File: src/rtl/qsfp_lane_prbs_tester.sv
// Multi-lane PRBS31 generator and self-synchronising checkers for the QSFP test path.
// One shared generator drives every lane; each lane has an independent lock FSM and error counter.
module qsfp_lane_prbs_tester #(
   parameter int unsigned LANES      = 4,
   parameter int unsigned DATA_W     = 64,
   parameter int unsigned LOCK_CNT   = 4,
   parameter int unsigned UNLOCK_CNT = 4,
   parameter int unsigned CNT_W      = 32
) (
   input  logic                      clk,
   input  logic                      reset,
   input  logic                      enable,
   input  logic [LANES-1:0]          inject_err,
   input  logic                      clear_counters,
   output logic [LANES*DATA_W-1:0]   tx_parallel_data,
   input  logic [LANES*DATA_W-1:0]   rx_parallel_data,
   input  logic [LANES-1:0]          rx_is_lockedtodata,
   output logic [LANES-1:0]          locked,
   output logic [LANES-1:0]          lock_lost,
   output logic [LANES*CNT_W-1:0]    err_count
);

   localparam int unsigned POP_W  = $clog2(DATA_W + 1);
   localparam int unsigned GOOD_W = $clog2(LOCK_CNT + 1);
   localparam int unsigned BAD_W  = $clog2(UNLOCK_CNT + 1);
   localparam int unsigned SUM_W  = ((CNT_W > POP_W) ? CNT_W : POP_W) + 1;

   localparam logic [1:0] ST_IDLE   = 2'd0;
   localparam logic [1:0] ST_SEED   = 2'd1;
   localparam logic [1:0] ST_VERIFY = 2'd2;
   localparam logic [1:0] ST_LOCKED = 2'd3;

   localparam logic [CNT_W-1:0] CNT_MAX = '1;

   // DATA_W serial PRBS31 steps; earliest output bit ends up in the MSB.
   function automatic logic [DATA_W-1:0] prbs_word(input logic [30:0] seed);
      logic [30:0]       s;
      logic [DATA_W-1:0] w;
      logic              b;
      s = seed;
      w = '0;
      for (int i = 0; i < int'(DATA_W); i++) begin
         b = s[30] ^ s[27];
         s = {s[29:0], b};
         w = {w[DATA_W-2:0], b};
      end
      return w;
   endfunction

   function automatic logic [POP_W-1:0] popcount(input logic [DATA_W-1:0] v);
      logic [DATA_W-1:0] t;
      logic [POP_W-1:0]  c;
      t = v;
      c = '0;
      for (int i = 0; i < int'(DATA_W); i++) begin
         c = c + POP_W'(t[0]);
         t = t >> 1;
      end
      return c;
   endfunction

   logic [30:0]              gen_q, gen_d;
   logic [DATA_W-1:0]        gen_word;
   logic [LANES*DATA_W-1:0]  tx_q, tx_d;

   always_comb begin
      gen_word = prbs_word(gen_q);
      gen_d    = enable ? gen_word[30:0] : gen_q;
   end

   always_ff @(posedge clk or posedge reset) begin
      if (reset) begin
         gen_q <= '1;
         tx_q  <= '0;
      end else begin
         gen_q <= gen_d;
         tx_q  <= tx_d;
      end
   end

   assign tx_parallel_data = tx_q;

   for (genvar n = 0; n < int'(LANES); n++) begin : g_lane
      logic [1:0]        state_q, state_d;
      logic [30:0]       chk_q, chk_d;
      logic [GOOD_W-1:0] good_q, good_d;
      logic [BAD_W-1:0]  bad_q, bad_d;
      logic              locked_q, locked_d;
      logic              lost_q, lost_d;
      logic [CNT_W-1:0]  cnt_q, cnt_d;
      logic [DATA_W-1:0] rx_w, exp_w, diff_w;
      logic [POP_W-1:0]  pop;
      logic [SUM_W-1:0]  sum;
      logic              mism;

      assign tx_d[n*DATA_W +: DATA_W] = enable ? (gen_word ^ DATA_W'(inject_err[n])) : '0;

      assign rx_w   = rx_parallel_data[n*DATA_W +: DATA_W];
      assign exp_w  = prbs_word(chk_q);
      assign diff_w = rx_w ^ exp_w;
      assign mism   = |diff_w;
      assign pop    = popcount(diff_w);
      assign sum    = SUM_W'(cnt_q) + SUM_W'(pop);

      always_comb begin
         state_d  = state_q;
         chk_d    = chk_q;
         good_d   = good_q;
         bad_d    = bad_q;
         locked_d = locked_q;
         lost_d   = lost_q;
         cnt_d    = cnt_q;
         if (!enable || !rx_is_lockedtodata[n]) begin
            state_d  = ST_IDLE;
            locked_d = 1'b0;
         end else begin
            case (state_q)
               ST_IDLE: state_d = ST_SEED;
               ST_SEED: begin
                  chk_d   = rx_w[30:0];
                  good_d  = '0;
                  state_d = ST_VERIFY;
               end
               ST_VERIFY: begin
                  chk_d = exp_w[30:0];
                  if (mism) begin
                     state_d = ST_SEED;
                  end else begin
                     good_d = good_q + GOOD_W'(1);
                     if (good_q + GOOD_W'(1) == GOOD_W'(LOCK_CNT)) begin
                        state_d  = ST_LOCKED;
                        locked_d = 1'b1;
                        bad_d    = '0;
                     end
                  end
               end
               default: begin
                  // Prediction always advances so line errors cannot corrupt it.
                  chk_d = exp_w[30:0];
                  if (mism) begin
                     cnt_d = (sum > SUM_W'(CNT_MAX)) ? CNT_MAX : CNT_W'(sum);
                     bad_d = bad_q + BAD_W'(1);
                     if (bad_q + BAD_W'(1) == BAD_W'(UNLOCK_CNT)) begin
                        state_d  = ST_SEED;
                        locked_d = 1'b0;
                        lost_d   = 1'b1;
                     end
                  end else begin
                     bad_d = '0;
                  end
               end
            endcase
         end
         if (clear_counters) begin
            cnt_d  = '0;
            lost_d = 1'b0;
         end
      end

      always_ff @(posedge clk or posedge reset) begin
         if (reset) begin
            state_q  <= ST_IDLE;
            chk_q    <= '0;
            good_q   <= '0;
            bad_q    <= '0;
            locked_q <= 1'b0;
            lost_q   <= 1'b0;
            cnt_q    <= '0;
         end else begin
            state_q  <= state_d;
            chk_q    <= chk_d;
            good_q   <= good_d;
            bad_q    <= bad_d;
            locked_q <= locked_d;
            lost_q   <= lost_d;
            cnt_q    <= cnt_d;
         end
      end

      assign locked[n]                    = locked_q;
      assign lock_lost[n]                 = lost_q;
      assign err_count[n*CNT_W +: CNT_W]  = cnt_q;
   end

endmodule

File: config.mk
export PLATFORM = sky130hd
export DESIGN_NAME = qsfp_lane_prbs_tester
export DESIGN_NICKNAME = d
export VERILOG_FILES = /design/src/rtl/qsfp_lane_prbs_tester.sv
export SDC_FILE = /design/constraint.sdc
export NUM_CORES = 2
export LEC_CHECK = 0
export CAP_MARGIN = 0
export CORE_ASPECT_RATIO = 0.75
export CORE_MARGIN = 2
export CORE_UTILIZATION = 54
export DETAILED_ROUTE_END_ITERATION = 10
export PLACE_DENSITY_LB_ADDON = 0.05
export SLEW_MARGIN = 10
export SYNTH_ARGS = -nofsm -noshare
export SYNTH_HDL_FRONTEND = slang
export SYNTH_SLANG_ARGS = --single-unit
File: constraint.sdc
create_clock -name clk -period 21.9 [get_ports clk]
set_input_delay 6.57 -clock clk [delete_from_list [all_inputs] [get_ports clk]]
set_output_delay 6.57 -clock clk [all_outputs]
set_load 0.005 [all_outputs]
==> impl_metrics.json <==
{
  "start_util_pct": 54.6,
  "fin_nets": 4622,
  "crit_fanout": 22,
  "dp_hpwl_microns": 82400,
  "port_buffers": 659,
  "postSynthCellCount": 3737,
  "worstPathArrival_ps": 14920,
  "cts_setup_buffers": 0,
  "fin_tns_setup_ps": 0,
  "grt_pass1_wl_microns": 160000,
  "dr.first_iter.drc_count": 2073,
  "fmaxAchievable_mhz": 69.5,
  "finalHoldViolCount": 0,
  "clk_root_buffer_cell": "clkbuf_16",
  "synth_top_family_by_area": "XOR/XNOR gates",
  "die_y_microns": 226,
  "wirelength_microns": 105000,
  "worst_pin_slew_ps": 1180,
  "status": "complete, no violations",
  "wl_per_cell_microns": 21.4,
  "netlist_top_cells_area": "dfrtp_1 (25%), fa_1 (13%), xnor2_1 (8.2%), xor2_1 (5.9%), ha_1 (4.9%)",
  "min_period_ps": 14390,
  "num-fill-cells": 5383,
  "crit_path_start_kind": "input pin",
  "synth_edf_count": 0,
  "period_share_pct": 65.7,
  "clkSinkCount": 390,
  "synth_mux_area_share_pct": 1.73,
  "grt_use_total_pct": 30.8,
  "cts_resized": 0,
  "clock-skew-final_ps": 29.3,
  "route.met2.wl_microns": 47200,
  "slew_headroom_pct": 21.0,
  "synth-compound-area-share_pct": 12.0,
  "grt_overflow": 0,
  "cts_buffers": 43,
  "synthAdderAreaFrac_pct": 17.5,
  "worstPathRequired_ps": 22430,
  "grt_pass1_vias": 26605,
  "netlist_area_sq_mm": 0.0356,
  "synthArstFlopShare_pct": 100,
  "pin_count": 660,
  "top_layer_used": "met4",
  "wl_met3_microns": 8080,
  "yosys_register_bits": 390,
  "clk_pin_slew_ps": 70,
  "via_per_inst": 5.53,
  "syn_nets": 4369,
  "layout-drive-gt1-share_pct": 4.82,
  "postCtsHoldBufs": 0,
  "clk_latency_ps": 630,
  "final-setup-viol-count": 0,
  "dieArea_sq_mm": 0.0680,
  "ys_warn_count": 0,
  "vias": 27080,
  "synth_cell_types": 84,
  "rsz0062_at_grt": "false",
  "yosysSeqAreaShare_pct": 27.5,
  "timing.setup.critical_path_class": "input pin to flop",
  "core_area_sq_mm": 0.0652,
  "synth_xor_area_share_pct": 19.0,
  "wl_met1_microns": 46800,
  "hold_class": "flop to flop",
  "gp_congestion": 0.984,
  "clk_path_buf_depth": 3,
  "htree_levels": 2,
  "yosysTopAreaCellShare_pct": 25.2,
  "die_w_microns": 301,
  "first_pass_iters": 6,
  "maxSlewViolCount": 0,
  "fp-row-count": 81,
  "yosys.area.top_type": "dfrtp_1",
  "maxCapViolations": 0,
  "synth-simple-area-share_pct": 12.2,
  "drc": 0,
  "syn2layout_area_growth_pct": 19.2,
  "end_kind": "flop",
  "cts_tree": "built",
  "syn_avg_cell_area_sq_um": 9.53,
  "synth_flop_cell": "dfrtp_1",
  "grt_max_degree": 162,
  "postRouteAntennaNets": 0,
  "grt_antenna_before_repair": 5
}
final timing paths:
kind / slack [ps] / startpoint / cells past startpoint / endpoint
setup / recovery: 7510 / rx_parallel_data[70] / 23 / g_lane[1].cnt_q[25]
hold / removal: 490 / g_lane[3].lost_q / 1 / g_lane[3].lost_q
setup reg to reg: 12840 / g_lane[1].chk_q[22] / 23 / g_lane[1].cnt_q[25]
hold reg to reg: 490 / g_lane[3].lost_q / 1 / g_lane[3].lost_q
max in group asynchronous: 13260 / reset / 4 / g_lane[2].chk_q[25]
min in group asynchronous: 6510 / reset / 2 / tx_parallel_data[0]
cell usage in the layout (no fill, tap or decap), drive strengths merged, types with 31 or more instances in the layout:
master         count
o21ai            197
xnor3             64
and2              93
fa               224
xnor2            334
nor2             220
nand3             52
nor3              47
a211oi            38
ha               140
a21o              32
dfrtp            359
clkdlybuf4s50    657
dfstp             31
nand2            222
and3              53
mux2              36
xor2             243
a311oi            73
inv              264
a21oi            212
clkbuf            54
synth_stat cells (17+ instances only):
master    number
nor2_1       219
xor2_1       240
nor2b_1       18
mux2i_1       21
a211oi_1      37
a21o_1        32
nor4_1        17
ha_1         140
a21oi_1      211
xnor3_1       64
buf_4        201
o21ai_0      194
and3_1        53
or3_1         23
fa_1         224
nand4_1       21
nand3_1       52
nand2b_1      17
buf_2         50
nand2_1      222
xnor2_1      332
inv_1        263
and2_1        93
dfrtp_1      359
mux2_2        34
dfstp_2       31
a31oi_1       23
and4_1        17
nor3_1        47
clkbuf_1     188
a311oi_1      73
sequential cells by signal, summed over array words and instances, names as in the netlist:
register,count
g_lane.state_q,8
tx_parallel_data,67
g_lane.locked_q,4
g_lane.good_q,12
g_lane.bad_q,12
g_lane.chk_q,124
gen_q,31
g_lane.cnt_q,128
g_lane.lost_q,4
cells by family after synthesis:
logic type      after synthesis
simple gates                858
buf+inv                     729
compound gates              688
xor+xnor                    651
flops                       390
fa+ha+maj                   364
mux                          57
routing by layer:
metal  global-route usage (%)  vias to the layer above
li1                         -                    12789
met1                     44.2                    13226
met2                     47.0                      923
met3                     6.42                      142
met4                     8.97                        0
met5                        0                        -
metrics by stage:
step | utilization, % | cells | area, sq um | setup slack [ps] | hold WS, ps
floorplan | - | 3737 | 35600 | 4540 | 464
global placement | 62.7 | 4816 | 40900 | 7010 | 475
detailed placement | 62.7 | 4816 | 40900 | 6860 | 481
CTS | 65.1 | 4896 | 42400 | 7550 | 494
global route | 65.1 | 4900 | 42400 | 7050 | 508
finish | 65.1 | 4900 | 42400 | 7510 | 490
final cells by class:
| cell class | count | area, sq um | share of cell area (%) |
|---|---|---|---|
| Multi-Input combinational cell | 2618 | 22300 | 52.5 |
| Inverter | 263 | 995 | 2.34 |
| Sequential cell | 390 | 9800 | 23.1 |
| Clock buffer | 54 | 1160 | 2.73 |
| Tap cell | 871 | 1090 | 2.57 |
| Timing Repair Buffer | 674 | 6720 | 15.8 |
| Antenna cell | 4 | 10.0 | 0.0236 |
| Clock inverter | 26 | 402 | 0.946 |
worst max-delay path, stage by stage:
cell	delay, ps
clkdlybuf4s50_1	510
xor2_1	260
xnor2_1	180
fa_1	470
fa_1	490
fa_1	520
fa_1	550
fa_1	520
fa_1	560
inv_1	60
fa_1	510
fa_1	520
fa_1	450
inv_1	80
fa_1	200
a21o_1	130
a21oi_1	100
o21ai_0	180
a32o_1	330
nand4_1	760
and3_1	550
and2_1	180
a311oi_1	250
Power is left out: the tool's default activity adds up to more than one toggle a clock period on the data nets, which glitch-free logic cannot reach.
